<file path="config.mk">
export PLATFORM = sky130hd
export DESIGN_NAME = adder_scheduler_flat
export DESIGN_NICKNAME = d
export VERILOG_FILES = /design/src/rtl/adder_scheduler_pkg.sv /design/src/rtl/adder_scheduler_if.sv /design/src/rtl/adder_scheduler_arb.sv /design/src/rtl/adder_scheduler.sv /design/src/flat_wrapper.sv
export SDC_FILE = /design/constraint.sdc
export NUM_CORES = 1
export LEC_CHECK = 0
export CAP_MARGIN = 20
export CORE_MARGIN = 2
export CORE_UTILIZATION = 25
export DETAILED_ROUTE_END_ITERATION = 10
export SLEW_MARGIN = 5
export SYNTH_ARGS = -nofsm -noshare
export SYNTH_HDL_FRONTEND = slang
export SYNTH_SLANG_ARGS = --single-unit
</file>
<file path="constraint.sdc">
create_clock -name clk -period 3.2 [get_ports clk]
set_input_delay 0.64 -clock clk [delete_from_list [all_inputs] [get_ports clk]]
set_output_delay 0.64 -clock clk [all_outputs]
set_load 0.03 [all_outputs]
</file>
<file path="src/rtl/adder_scheduler_pkg.sv">
// Shared types and width helpers for the adder scheduler slice.
package adder_scheduler_pkg;

    typedef enum logic [1:0] {
        IDLE = 2'd0,
        WAIT = 2'd1,
        RESP = 2'd2
    } state_t;

    function automatic int id_width(input int n);
        return ($clog2(n) < 1) ? 1 : $clog2(n);
    endfunction

    function automatic int cnt_width(input int lat);
        return ($clog2(lat) < 1) ? 1 : $clog2(lat);
    endfunction

endpackage

</file>
<file path="src/rtl/adder_scheduler_if.sv">
// Request, shared-adder and response signals of the adder scheduler.
interface adder_scheduler_if
    import adder_scheduler_pkg::*;
#(
    parameter int NREQ  = 4,
    parameter int WIDTH = 32
);
    localparam int IDW = id_width(NREQ);

    logic [NREQ-1:0]       req_valid;
    logic [NREQ-1:0]       req_ready;
    logic [NREQ*WIDTH-1:0] req_a;
    logic [NREQ*WIDTH-1:0] req_b;
    logic [NREQ-1:0]       req_cin;

    logic [WIDTH-1:0]      add_a;
    logic [WIDTH-1:0]      add_b;
    logic                  add_cin;
    logic                  add_busy;
    logic [WIDTH-1:0]      add_sum;
    logic                  add_cout;

    logic                  rsp_valid;
    logic                  rsp_ready;
    logic [WIDTH-1:0]      rsp_sum;
    logic                  rsp_cout;
    logic [IDW-1:0]        rsp_id;

    modport slave (
        input  req_valid, req_a, req_b, req_cin, add_sum, add_cout, rsp_ready,
        output req_ready, add_a, add_b, add_cin, add_busy,
               rsp_valid, rsp_sum, rsp_cout, rsp_id
    );

    modport master (
        output req_valid, req_a, req_b, req_cin, add_sum, add_cout, rsp_ready,
        input  req_ready, add_a, add_b, add_cin, add_busy,
               rsp_valid, rsp_sum, rsp_cout, rsp_id
    );

endinterface

</file>
<file path="src/rtl/adder_scheduler_arb.sv">
// Combinational round-robin picker: first asserted request at or after ptr wins.
module rr_arbiter
    import adder_scheduler_pkg::*;
#(
    parameter int NREQ = 4
) (
    input  logic [NREQ-1:0]               req,
    input  logic [id_width(NREQ)-1:0]     ptr,
    input  logic                          enable,
    output logic [NREQ-1:0]               grant,
    output logic [id_width(NREQ)-1:0]     grant_idx
);
    localparam int IDW = id_width(NREQ);

    logic           found;
    logic [IDW:0]   sum_idx;
    logic [IDW-1:0] idx;

    always_comb begin
        grant     = '0;
        grant_idx = '0;
        found     = 1'b0;
        sum_idx   = '0;
        idx       = '0;
        for (int i = 0; i < NREQ; i++) begin
            sum_idx = {1'b0, ptr} + (IDW+1)'(i);
            if (sum_idx >= (IDW+1)'(NREQ)) begin
                sum_idx = sum_idx - (IDW+1)'(NREQ);
            end
            idx = sum_idx[IDW-1:0];
            if (!found && req[idx]) begin
                found     = 1'b1;
                grant_idx = idx;
            end
        end
        if (enable && found) begin
            grant[grant_idx] = 1'b1;
        end
    end

endmodule

</file>
<file path="src/rtl/adder_scheduler.sv">
// Round-robin scheduler sharing one multicycle adder; operands stay frozen
// from one accept to the next so the adder can be timed as a multicycle path.
//
// state | meaning
// IDLE  | arbitrating; the winner handshakes and its operands are latched
// WAIT  | adder settling; cnt counts down to terminal 0, then result captured
// RESP  | result held on rsp_* until the consumer takes it
module adder_scheduler
    import adder_scheduler_pkg::*;
#(
    parameter int NREQ  = 4,
    parameter int WIDTH = 32,
    parameter int LAT   = 2
) (
    input logic              clk,
    input logic              rst_n,
    adder_scheduler_if.slave bus
);
    localparam int             IDW      = id_width(NREQ);
    localparam int             CW       = cnt_width(LAT);
    localparam logic [CW-1:0]  CNT_LOAD = CW'(LAT - 1);

    state_t           state, state_nxt;
    logic [IDW-1:0]   ptr, ptr_wrap;
    logic [CW-1:0]    cnt;
    logic [NREQ-1:0]  grant;
    logic [IDW-1:0]   grant_idx;
    logic             accept, capture;
    logic             busy, rsp_valid;

    logic [WIDTH-1:0] add_a_q, add_b_q, rsp_sum_q;
    logic             add_cin_q, rsp_cout_q;
    logic [IDW-1:0]   rsp_id_q;

    // Gating with rst_n keeps req_ready low for the whole reset window.
    rr_arbiter #(.NREQ(NREQ)) u_arb (
        .req       (bus.req_valid),
        .ptr       (ptr),
        .enable    ((state == IDLE) && rst_n),
        .grant     (grant),
        .grant_idx (grant_idx)
    );

    assign ptr_wrap = (grant_idx == IDW'(NREQ - 1)) ? '0 : grant_idx + IDW'(1);

    always_ff @(posedge clk or negedge rst_n) begin
        if (!rst_n) begin
            state <= IDLE;
        end else begin
            state <= state_nxt;
        end
    end

    always_comb begin
        state_nxt = state;
        accept    = 1'b0;
        capture   = 1'b0;
        busy      = 1'b0;
        rsp_valid = 1'b0;
        unique case (state)
            IDLE: begin
                if (|grant) begin
                    accept    = 1'b1;
                    state_nxt = WAIT;
                end
            end
            WAIT: begin
                busy = 1'b1;
                if (cnt == '0) begin
                    capture   = 1'b1;
                    state_nxt = RESP;
                end
            end
            RESP: begin
                rsp_valid = 1'b1;
                if (bus.rsp_ready) begin
                    state_nxt = IDLE;
                end
            end
            default: state_nxt = IDLE;
        endcase
    end

    always_ff @(posedge clk or negedge rst_n) begin
        if (!rst_n) begin
            ptr        <= '0;
            cnt        <= '0;
            add_a_q    <= '0;
            add_b_q    <= '0;
            add_cin_q  <= 1'b0;
            rsp_id_q   <= '0;
            rsp_sum_q  <= '0;
            rsp_cout_q <= 1'b0;
        end else begin
            if (accept) begin
                ptr       <= ptr_wrap;
                cnt       <= CNT_LOAD;
                add_a_q   <= bus.req_a[int'(grant_idx) * WIDTH +: WIDTH];
                add_b_q   <= bus.req_b[int'(grant_idx) * WIDTH +: WIDTH];
                add_cin_q <= bus.req_cin[grant_idx];
                rsp_id_q  <= grant_idx;
            end else if ((state == WAIT) && (cnt != '0)) begin
                cnt <= cnt - CW'(1);
            end
            if (capture) begin
                rsp_sum_q  <= bus.add_sum;
                rsp_cout_q <= bus.add_cout;
            end
        end
    end

    assign bus.req_ready = grant;
    assign bus.add_a     = add_a_q;
    assign bus.add_b     = add_b_q;
    assign bus.add_cin   = add_cin_q;
    assign bus.add_busy  = busy;
    assign bus.rsp_valid = rsp_valid;
    assign bus.rsp_sum   = rsp_sum_q;
    assign bus.rsp_cout  = rsp_cout_q;
    assign bus.rsp_id    = rsp_id_q;

endmodule

</file>
<file path="src/flat_wrapper.sv">
// flat-port wrapper written by rule: the top's interface ports become plain ports
module adder_scheduler_flat import adder_scheduler_pkg::*;
#(
    parameter int NREQ  = 4,
    parameter int WIDTH = 32,
    parameter int LAT   = 2
)
  (clk, rst_n, bus_req_valid, bus_req_a, bus_req_b, bus_req_cin, bus_add_sum, bus_add_cout, bus_rsp_ready, bus_req_ready, bus_add_a, bus_add_b, bus_add_cin, bus_add_busy, bus_rsp_valid, bus_rsp_sum, bus_rsp_cout, bus_rsp_id);
  adder_scheduler_if #(.NREQ(NREQ), .WIDTH(WIDTH)) bus_i ();
  input logic clk;
  input logic rst_n;
  input wire logic [$bits(bus_i.req_valid)-1:0] bus_req_valid;
  input wire logic [$bits(bus_i.req_a)-1:0] bus_req_a;
  input wire logic [$bits(bus_i.req_b)-1:0] bus_req_b;
  input wire logic [$bits(bus_i.req_cin)-1:0] bus_req_cin;
  input wire logic [$bits(bus_i.add_sum)-1:0] bus_add_sum;
  input wire logic [$bits(bus_i.add_cout)-1:0] bus_add_cout;
  input wire logic [$bits(bus_i.rsp_ready)-1:0] bus_rsp_ready;
  output wire logic [$bits(bus_i.req_ready)-1:0] bus_req_ready;
  output wire logic [$bits(bus_i.add_a)-1:0] bus_add_a;
  output wire logic [$bits(bus_i.add_b)-1:0] bus_add_b;
  output wire logic [$bits(bus_i.add_cin)-1:0] bus_add_cin;
  output wire logic [$bits(bus_i.add_busy)-1:0] bus_add_busy;
  output wire logic [$bits(bus_i.rsp_valid)-1:0] bus_rsp_valid;
  output wire logic [$bits(bus_i.rsp_sum)-1:0] bus_rsp_sum;
  output wire logic [$bits(bus_i.rsp_cout)-1:0] bus_rsp_cout;
  output wire logic [$bits(bus_i.rsp_id)-1:0] bus_rsp_id;
  assign bus_i.req_valid = bus_req_valid;
  assign bus_i.req_a = bus_req_a;
  assign bus_i.req_b = bus_req_b;
  assign bus_i.req_cin = bus_req_cin;
  assign bus_i.add_sum = bus_add_sum;
  assign bus_i.add_cout = bus_add_cout;
  assign bus_i.rsp_ready = bus_rsp_ready;
  assign bus_req_ready = bus_i.req_ready;
  assign bus_add_a = bus_i.add_a;
  assign bus_add_b = bus_i.add_b;
  assign bus_add_cin = bus_i.add_cin;
  assign bus_add_busy = bus_i.add_busy;
  assign bus_rsp_valid = bus_i.rsp_valid;
  assign bus_rsp_sum = bus_i.rsp_sum;
  assign bus_rsp_cout = bus_i.rsp_cout;
  assign bus_rsp_id = bus_i.rsp_id;
  adder_scheduler #(.NREQ(NREQ), .WIDTH(WIDTH), .LAT(LAT)) u_core (.clk(clk), .rst_n(rst_n), .bus(bus_i));
endmodule
</file>
==> results.cfg <==
[final_layout]
seq_area_um2 = 2630
drive_gt1_share_pct = 9.46
final_area_um2 = 10700
final_nets = 1184
fillers = 2301
final_util_pct = 45.9
stdcell_count = 1207
num_antenna_cells = 0
multi_input_area_um2 = 3080
synthToLayoutAreaGrowth_pct = 81.1

[synthesis]
yosysMostFrequentCell = mux2i_1
synth_top_area_share_pct = 44.3
ys_warn_count = 0
synth_edf_count = 0
synthesis.nets = 783
synth_cells = 482
async_flop_share_pct = 100
netlist_area_um2 = 5930
synth_cell_types = 33
synth.top_cells.by_count = mux2i_1 (162), dfrtp_1 (105), a21o_1 (35)
yosys.area.top_type = dfrtp_1
ys_ff_latch = 105
yosysSeqAreaShare_pct = 44.3
synth_area_leaders = dfrtp_1 (44%), mux2i_1 (27%), mux2_2 (6.3%)
synth_flop_cell = dfrtp_1
syn_avg_cell_area_um2 = 12.3

[power_and_ir_drop]
peakVddDrop_mv = 0.378
p_leak_nw = 4.72
power_density_nw_per_um2 = 866

[floorplanning]
ios = 406
dieWidth_um = 158
die-area_um2 = 25000
coreArea_um2 = 23400
initial_utilization_pct = 25.3
row_count = 56
die_h_um = 158

[placed_design]
numPortBuffers = 405
hpwl_mm = 17.1
pre_cts_ws_ns = -0.0253
placed_cells = 1191
gp_congestion = 0.767
dpl_cell_area_um2 = 10400

[global_route]
grt_pass1_wl_mm = 31.3
grt-ovfl-total = 0
grt_use_total_pct = 16.7
antenna_found_initial = 0
grt_max_degree = 59
grt_pass1_vias = 5423

[routing]
vias_per_cell = 4.43
drcViolationCount = 0
vias = 5351
wirelength_mm = 21.9
drt_first_pass_iters = 4
wire_per_inst_um = 18.1
ant_nets = 0
drtIter0Drc = 171

[timing]
slew_headroom_pct = 51.6
fin_crit_sh_pct = 95.8
rsz0062_at_grt = no
fin_ws_ns = 0.134
fin_crit_ns = 3.07
hold_violations = 0
tightestPinTransition_ns = 0.725
finalMaxSlewViolations = 0
tns_ns = 0
fin_skew_ns = 0.0113
setup_viol = 0
fmax_mhz = 326

[critical_path]
worstSetupEndpointType = primary output
worst_r2r_path_depth = 10
path_max_fanout = 4
cp.arrival_ns = 2.43
worstSetupPathType = primary input to primary output
required_ns = 2.56
critPathLaunchType = primary input

[clocking]
clk_latency_ns = 0.35
cts-buffers-inserted = 9
path_clk_slew_ns = 0.08
cts_root_buffer = clkbuf_16
cts_tree = built
htree_levels = 3
hold_buffers = 0
clock_sinks = 105
cts_buffer_depth = 2

[hold_path]
hold_path.class = register to register
hold_depth = 1

[job]
cap_violations = 0

[status]
status = finished clean
-- logic make-up (layout without fill, tap and decap cells) --
| kind of cell | after synthesis | after routing | share of synthesized area (%) |
|---|---|---|---|
| multiplexers | 226 | 226 | 39.6 |
| flip-flops | 105 | 105 | 44.3 |
| AO/OA/AOI/OAI | 81 | 81 | 9.56 |
| buffers and inverters | 44 | 450 | 4.41 |
| AND/OR/NAND/NOR | 25 | 25 | 1.96 |
| adder cells (fa/ha/maj) | 1 | 1 | 0.211 |
-- layout by cell type, fill, tap and decap left out, types with 2 or more instances in the layout --
cell type	netlist	layout
mux2_2	33	33
nor2_1	8	7
nand2_1	7	7
buf_12	0	6
buf_4	7	21
dfrtp_1	105	105
o21ai_0	3	3
o22ai_1	34	34
mux2i_1	162	162
a21oi_1	4	4
clkdlybuf4s50_1	0	400
inv_8	0	2
inv_1	6	6
a21o_1	35	35
clkinv_8	0	2
clkbuf_16	0	9
mux2_1	30	30
nand2b_1	2	2
clkinvlp_4	0	2
-- state kept, by name, summed over array words and instances (netlist names) --
signal,count
u_core.bus.rsp_cout,1
u_core.bus.add_cin,1
u_core.bus.add_a,32
u_core.cnt,1
u_core.bus.rsp_id,2
u_core.bus.add_b,32
u_core.state,2
u_core.ptr,2
u_core.bus.rsp_sum,32
-- final cells by class --
type | instances | area share (%)
clock buffer | 9 | 2.10
timing repair buffer | 427 | 39.9
tap | 319 | 3.72
inverter | 7 | 0.268
clock inverter | 7 | 0.932
multi-input combinational | 333 | 28.6
sequential | 105 | 24.5
-- critical path: stages --
cell	delay (ns)
clkdlybuf4s50_1	0.54
inv_1	0.06
a211o_1	0.27
and3_4	0.18
or3_4	0.45
nor2_1	0.11
buf_4	0.17
-- where the power goes --
group,total [mW],internal (mW),leakage (nW),switching [mW]
logic,5.70,2.73,3.32,2.98
registers,2.37,2.01,1.25,0.360
clock network,1.22,0.633,0.151,0.590
total,9.30,5.37,4.72,3.92
-- worst paths after layout --
kind,slack [ns],end,start
max,0.13,bus_req_ready[1],bus_req_valid[1]
min,0.48,u_core.bus.add_b[3]$_DFFE_PN0P_,u_core.bus.add_b[3]$_DFFE_PN0P_
max reg2reg,0.70,u_core.bus.add_a[2]$_DFFE_PN0P_,u_core.ptr[1]$_DFFE_PN0P_
min reg2reg,0.48,u_core.bus.add_b[3]$_DFFE_PN0P_,u_core.bus.add_b[3]$_DFFE_PN0P_
max in group asynchronous,1.53,u_core.bus.add_b[30]$_DFFE_PN0P_,rst_n
min in group asynchronous,0.49,u_core.bus.add_a[27]$_DFFE_PN0P_,rst_n
-- timing repair --
| action | in CTS | in global routing |
|---|---|---|
| buffers inserted | 0 | 0 |
| endpoints found under the hold margin | 0 | 0 |
| resized for setup | 1 | 0 |
| endpoints found under the setup margin | 2 | 0 |
-- stage by stage --
step | power (mW) | hold WS [ns]
after global routing | 9.86 | 0.489
after detailed placement | 8.18 | 0.464
after global placement | 8.14 | 0.459
after floorplan | 5.80 | 0.344
after CTS | 9.45 | 0.481
final | 9.30 | 0.477
-- per-layer routing --
metal / vias up / track usage (%) / routed length, µm
met4: 0 / 4.55 / 342
met2: 236 / 30.0 / 11000
met3: 19 / 5.78 / 2180
met5: - / 0 / 0
li1: 2586 / - / -
met1: 2510 / 18.6 / 8320
No activity file was read; power rests on OpenSTA's default activity.
